[config.mk]
export PLATFORM = sky130hd
export DESIGN_NAME = wb_unit
export DESIGN_NICKNAME = d
export VERILOG_FILES = /design/src/rtl/wb_unit_pkg.sv /design/src/rtl/wb_load_fmt.sv /design/src/rtl/wb_unit.sv
export SDC_FILE = /design/constraint.sdc
export NUM_CORES = 1
export LEC_CHECK = 0
export ABC_AREA = 1
export ABC_CLOCK_PERIOD_IN_PS = 9050
export CELL_PAD_IN_SITES_DETAIL_PLACEMENT = 1
export CELL_PAD_IN_SITES_GLOBAL_PLACEMENT = 1
export CORE_MARGIN = 1
export CORE_UTILIZATION = 40
export DETAILED_ROUTE_END_ITERATION = 10
export GPL_ROUTABILITY_DRIVEN = 0
export GPL_TIMING_DRIVEN = 1
export PLACE_DENSITY = 0.94
export SYNTH_ARGS = -nofsm -noshare
export SYNTH_HDL_FRONTEND = slang
export SYNTH_SLANG_ARGS = --single-unit
[constraint.sdc]
create_clock -name clock -period 9.05 [get_ports clock]
set_clock_uncertainty 0.1 [all_clocks]
set_input_delay 2.2625 -clock clock [delete_from_list [all_inputs] [get_ports clock]]
set_output_delay 2.2625 -clock clock [all_outputs]
set_load 0.02 [all_outputs]
[src/rtl/wb_unit_pkg.sv]
// ---------------------------------------------------------------------------
// wb_unit_pkg -- shared core definitions for the write-back unit.
//   load_funct3_e : RISC-V load funct3 encodings (LB/LH/LW/LBU/LHU + reserved)
//   LDQ_DEPTH     : depth of the pending-load queue
//   ld_entry_t    : one pending load {rd, funct3, off}
//   is_legal_load : true for the five defined load encodings
//   rd_match      : register-address compare that never matches x0
// ---------------------------------------------------------------------------
package wb_unit_pkg;

    typedef enum logic [2:0] {
        F3_LB   = 3'b000,
        F3_LH   = 3'b001,
        F3_LW   = 3'b010,
        F3_RSV3 = 3'b011,
        F3_LBU  = 3'b100,
        F3_LHU  = 3'b101,
        F3_RSV6 = 3'b110,
        F3_RSV7 = 3'b111
    } load_funct3_e;

    localparam int LDQ_DEPTH = 2;

    typedef struct packed {
        logic [4:0]   rd;
        load_funct3_e funct3;
        logic [1:0]   off;
    } ld_entry_t;

    function automatic logic is_legal_load(input load_funct3_e f3);
        return (f3 == F3_LB) || (f3 == F3_LH) || (f3 == F3_LW) ||
               (f3 == F3_LBU) || (f3 == F3_LHU);
    endfunction

    function automatic logic rd_match(input logic [4:0] rs, input logic [4:0] rd);
        return (rs != 5'd0) && (rs == rd);
    endfunction

endpackage

[src/rtl/wb_load_fmt.sv]
// ---------------------------------------------------------------------------
// wb_load_fmt -- purely combinational load-data formatter.
//   funct3   in  3  load encoding (reserved encodings behave as LW)
//   off      in  2  byte offset within the word
//   rdata    in 32  raw memory word
//   data     out 32 shifted and sign/zero-extended result
//   misalign out 1  halfword at odd offset, or word at nonzero offset
// ---------------------------------------------------------------------------
module wb_load_fmt
    import wb_unit_pkg::*;
(
    input  logic [2:0]  funct3,
    input  logic [1:0]  off,
    input  logic [31:0] rdata,
    output logic [31:0] data,
    output logic        misalign
);

    logic [31:0] shifted;

    // NOTE: every output of a combinational block gets a default first so no
    // path through the case statement can leave it unassigned (no latch).
    always_comb begin
        shifted  = rdata >> {off, 3'b000};
        data     = shifted;
        misalign = 1'b0;
        case (load_funct3_e'(funct3))
            F3_LB:  data = {{24{shifted[7]}}, shifted[7:0]};
            F3_LH: begin
                data     = {{16{shifted[15]}}, shifted[15:0]};
                misalign = off[0];
            end
            F3_LBU: data = {24'd0, shifted[7:0]};
            F3_LHU: begin
                data     = {16'd0, shifted[15:0]};
                misalign = off[0];
            end
            default: begin
                // LW and the reserved encodings
                data     = shifted;
                misalign = (off != 2'd0);
            end
        endcase
    end

endmodule

[src/rtl/wb_unit.sv]
// ---------------------------------------------------------------------------
// wb_unit -- register-file write-back arbiter for ALU results and loads.
//   clock, rstn                     sole clock / async active-low reset
//   alu_valid/ready/rd/data         ALU result handshake (1-entry skid)
//   ld_issue/rd/funct3/off, ld_full load issued to memory, 2-deep queue
//   mem_rvalid/rdata                in-order memory responses
//   rf_wen/rf_rdaddr/rf_wdata       registered register-file write port
//   rs1_addr/rs2_addr, hazard       RAW hazard query against pending writes
//   err                             sticky protocol error
// Optional feature macro WB_FWD_EN: adds fwd_rs1_hit / fwd_rs2_hit, which flag
// that the consumer may take rf_wdata; without it the rf write stage itself
// is included in the hazard check.
// ---------------------------------------------------------------------------
module wb_unit
    import wb_unit_pkg::*;
(
    input  logic        clock,
    input  logic        rstn,
    input  logic        alu_valid,
    output logic        alu_ready,
    input  logic [4:0]  alu_rd,
    input  logic [31:0] alu_data,
    input  logic        ld_issue,
    input  logic [4:0]  ld_rd,
    input  logic [2:0]  ld_funct3,
    input  logic [1:0]  ld_off,
    output logic        ld_full,
    input  logic        mem_rvalid,
    input  logic [31:0] mem_rdata,
    output logic        rf_wen,
    output logic [4:0]  rf_rdaddr,
    output logic [31:0] rf_wdata,
    input  logic [4:0]  rs1_addr,
    input  logic [4:0]  rs2_addr,
    output logic        hazard,
    output logic        err
`ifdef WB_FWD_EN
   ,output logic        fwd_rs1_hit,
    output logic        fwd_rs2_hit
`endif
);

    logic [1:0]  count;
    ld_entry_t   q [LDQ_DEPTH];
    logic        skid_valid;
    logic [4:0]  skid_rd;
    logic [31:0] skid_data;

    logic        push, pop, alu_accept, push_idx;
    logic [31:0] ld_data;
    logic        ld_misalign, ld_bad, err_set;
    logic        wr_en, skid_load, skid_drain;
    logic [4:0]  wr_rd;
    logic [31:0] wr_data;

    assign ld_full    = (count == 2'(LDQ_DEPTH));
    assign alu_ready  = !skid_valid;
    assign push       = ld_issue && !ld_full;
    assign pop        = mem_rvalid && (count != 2'd0);
    assign alu_accept = alu_valid && alu_ready;
    // Slot 1 is written only when one entry stays resident this cycle.
    assign push_idx   = (count == 2'd1) && !pop;

    wb_load_fmt u_fmt (
        .funct3   (q[0].funct3),
        .off      (q[0].off),
        .rdata    (mem_rdata),
        .data     (ld_data),
        .misalign (ld_misalign)
    );

    assign ld_bad  = ld_misalign || !is_legal_load(q[0].funct3);
    assign err_set = (ld_issue && ld_full) || (mem_rvalid && (count == 2'd0)) ||
                     (pop && ld_bad);

    // Single write slot: load response > skid drain > fresh ALU result.
    always_comb begin
        wr_en      = 1'b0;
        wr_rd      = 5'd0;
        wr_data    = 32'd0;
        skid_load  = 1'b0;
        skid_drain = 1'b0;
        if (pop) begin
            wr_en     = 1'b1;
            wr_rd     = q[0].rd;
            wr_data   = ld_data;
            skid_load = alu_accept;
        end else if (skid_valid) begin
            wr_en      = 1'b1;
            wr_rd      = skid_rd;
            wr_data    = skid_data;
            skid_drain = 1'b1;
        end else if (alu_accept) begin
            wr_en   = 1'b1;
            wr_rd   = alu_rd;
            wr_data = alu_data;
        end
    end

    // NOTE: sequential state uses non-blocking assignments so every register
    // samples pre-edge values regardless of statement order.
    always_ff @(posedge clock or negedge rstn) begin
        if (!rstn) begin
            count      <= 2'd0;
            skid_valid <= 1'b0;
            err        <= 1'b0;
            rf_wen     <= 1'b0;
            rf_rdaddr  <= 5'd0;
            rf_wdata   <= 32'd0;
        end else begin
            count <= count + 2'(push) - 2'(pop);
            if (skid_load)
                skid_valid <= 1'b1;
            else if (skid_drain)
                skid_valid <= 1'b0;
            if (err_set)
                err <= 1'b1;
            // x0 writes are consumed without touching the register file
            rf_wen <= wr_en && (wr_rd != 5'd0);
            if (wr_en && (wr_rd != 5'd0)) begin
                rf_rdaddr <= wr_rd;
                rf_wdata  <= wr_data;
            end
        end
    end

    // NOTE: payload storage is qualified by count/skid_valid, so it carries
    // no reset; only the valid tracking above is cleared.
    always_ff @(posedge clock) begin
        if (pop)
            q[0] <= q[1];
        if (push)
            q[push_idx] <= '{rd: ld_rd, funct3: load_funct3_e'(ld_funct3), off: ld_off};
        if (skid_load) begin
            skid_rd   <= alu_rd;
            skid_data <= alu_data;
        end
    end

    always_comb begin
        hazard = 1'b0;
        for (int i = 0; i < LDQ_DEPTH; i++) begin
            if (count > 2'(i) &&
                (rd_match(rs1_addr, q[i].rd) || rd_match(rs2_addr, q[i].rd)))
                hazard = 1'b1;
        end
        if (skid_valid && (rd_match(rs1_addr, skid_rd) || rd_match(rs2_addr, skid_rd)))
            hazard = 1'b1;
`ifndef WB_FWD_EN
        if (rf_wen && (rd_match(rs1_addr, rf_rdaddr) || rd_match(rs2_addr, rf_rdaddr)))
            hazard = 1'b1;
`endif
    end

`ifdef WB_FWD_EN
    assign fwd_rs1_hit = rf_wen && rd_match(rs1_addr, rf_rdaddr);
    assign fwd_rs2_hit = rf_wen && rd_match(rs2_addr, rf_rdaddr);
`endif

endmodule

==> results_dict.tcl <==
set metrics [dict create \
    dieArea_um2 15370 \
    cts-root-buf "clkbuf_16" \
    die_h_um 124.0 \
    final-max-slew-violation-count 0 \
    crit_family "buffers and inverters" \
    min_from "rf_wdata[14]" \
    postLayoutCoreUtil 0.5245 \
    arrival_ns 4.38 \
    finalInstanceArea_um2 7624 \
    synth.top_cell.area_share 0.2876 \
    post-cts-setup-buffer-count 0 \
    setup_violations 0 \
    grt_pass1_wl_um 30820 \
    cts_tree "built" \
    placed_cells 1009 \
    period_share 0.7453 \
    num_vias 5579 \
    clock_path_buffers 2 \
    netlist_area_um2 5952 \
    stdcell_count 1026 \
    async_flop_share 0.4242 \
    drc 0 \
    peakVddDrop_v 0.0001147 \
    min_to "rf_wdata[14]" \
    antenna_found_initial 1 \
    postSynthAreaPerCell_um2 8.131 \
    ys_dominant_reg_cell "edfxtp_1" \
    worstReg2RegEnd "rf_wdata[11]" \
    power.total_mw 2.252 \
    port_buffers 135 \
    slowest_delay_ns 0.58 \
    final_nets 932 \
    relSlewSlack 0.2843 \
    crit_path_start "rs1_addr[1]" \
    crit_path_end_kind "output port" \
    use_met2 0.4205 \
    cp_common_cell "nand2_1" \
    reg2reg_from "q[0][0]" \
    hpwl_um 14110 \
    fmax_mhz 148.3 \
    path_buf_inv 3 \
    clk_latency_ns 0.35 \
    status "finished, final reports clean" \
    cp-start-kind "input port" \
    fin_ws_ns 2.305 \
    layout_commonest_cell "nand2_1" \
    holdCritPathClass "flip-flop to flip-flop" \
    die_x_um 124.0 \
    path_cells "clkdlybuf4s50_1 > nor2_1 > nand2_1 > nor2_1 > nor2_1 > nand2_1 > nand2_1 > nand2_1 > nand2_1 > inv_1 > nand2_1 > clkdlybuf4s50_1" \
    track_usage 0.2684 \
    finalWirelength_um 19770 \
    drt_iter0_markers 394 \
    hold_buffers 0 \
    grt_overflow 0 \
    multi_input_area_um2 2706 \
    n_fill_cell 1770 \
    busiest_layer "met2" \
    pin_count 136 \
    reg2reg_depth 9 \
    path_max_fanout 5 \
    post_route_cells_drive_above_1_share 0.07015 \
    viasPerCell 5.438 \
    final_cell_mix "nand2_1 (237), clkdlybuf4s50_1 (134), nand3_1 (84)" \
    rsz0062_at_grt "false" \
    seq_area_frac_synth 0.4642 \
    whs_ns 0.4087 \
    clk_pin_slew_ns 0.07 \
    cts-resized-gates 0 \
    numCtsBuffers 9 \
    synth_edf_count 57 \
    min_period_ns 6.745 \
    wl_per_cell_um 19.26 \
    globalRouteMet1Util 0.3704 \
    ys_seq_elements 99 \
    critPathSlowestCell "clkdlybuf4s50_1" \
    clock_tree.htree_level_count 3 \
    grt_pass1_vias 5746 \
    leakage_nw 3.397 \
    cp.required_ns 6.69 \
    synthCells 732 \
    powerDensity_nw_per_um2 295.5 \
    area_delta_synth_final_pct 28.08 \
    hold_viol 0 \
    place_area_um2 7289 \
    synth_largest_area_cell "edfxtp_1" \
    setup-tns-final_ns 0 \
    met3_usage 0.04029 \
    hold_depth 2 \
    pre_cts_ws_ns 2.327 \
    synth_warnings 0 \
    yosys-top-cells-area "edfxtp_1 (29%), dfrtp_1 (18%), nand2_1 (15%), nand3_1 (7.1%), xnor2_1 (4.1%)" \
    drtAntennaViolNets 0 \
    cts_sinks 99 \
    seq_area_um2 2763 \
    cap_violations 0 \
    grt_max_degree 46 \
    rows 44 \
    ys_types 33 \
    drt_first_pass_iters 5 \
    core_area_um2 14530 \
    critPathKind "input port to output port" \
    worstMarginPinSlew_ns 1.074 \
    syn-num-nets 828 \
    start_util 0.4095 \
    reg2reg_slack_ns 6.06 \
]
## worst max-delay path by stage
stage	to	slack (ns)	cells past startpoint
2_1_floorplan	skid_data[0]	3.28	4
3_3_place_gp	hazard	2.41	12
3_5_place_dp	hazard	2.33	12
4_1_cts	hazard	2.32	12
5_1_grt	hazard	2.16	12
6_report	hazard	2.31	12
## registers in the layout (all words and copies together) (netlist names)
signal      cells
rf_wdata       32
skid_data      32
q              20
rf_rdaddr       5
skid_rd         5
count           2
err             1
rf_wen          1
skid_valid      1
## cell families (layout without fill, tap and decap cells)
| kind of cell | count (synthesis) | after routing | share of synthesized area |
|---|---|---|---|
| and+or+nand+nor | 397 | 397 | 0.2880 |
| buffers and inverters | 105 | 214 | 0.08198 |
| DFF | 99 | 99 | 0.4642 |
| AOI/OAI and AO/OA | 83 | 83 | 0.08976 |
| xor gates and xnor gates | 36 | 36 | 0.05298 |
| muxes | 10 | 10 | 0.01892 |
| adders and majority gates | 2 | 2 | 0.004204 |
| other | 0 | 1 | 0 |
## area by class of cell
cell class,instances,area share
antenna,1,0.0003282
sequential,99,0.3624
inverter,61,0.03003
clock buffer,13,0.03972
clock inverter,3,0.003775
multi-input combinational,528,0.3550
tap,184,0.03020
timing repair buffer,137,0.1786
## layer usage
layer	wire, um	vias to the layer above
met2	9366	191
met4	659	0
met5	0	-
met1	8627	2756
li1	-	2589
met3	1112	43
## synthesized netlist by cell type, types with 12 or more instances
| master | count |
|---|---|
| nand2_1 | 237 |
| nand3_1 | 84 |
| edfxtp_1 | 57 |
| inv_1 | 56 |
| nor2_1 | 48 |
| dfrtp_1 | 42 |
| xnor2_1 | 28 |
| o21ai_0 | 23 |
| a21oi_1 | 19 |
| a22o_1 | 17 |
| clkbuf_1 | 17 |
| buf_2 | 15 |
| nand2_2 | 12 |
## worst register-to-register path, cell delays in order, from the launching register on
cell,delay [ns]
edfxtp_1,1.00
inv_2,0.46
nand2_1,0.17
nand3_1,0.13
nand3_2,0.35
nand3_1,0.28
o21ai_0,0.20
inv_1,0.07
nand2_2,0.07
nand2_1,0.06
## power by group
group	switching (mW)	internal (mW)
Sequential	0.129	0.621
Combinational	0.667	0.414
Clock	0.182	0.239
Total	0.978	1.27
Note: power is estimated with default switching activity, not from simulation.
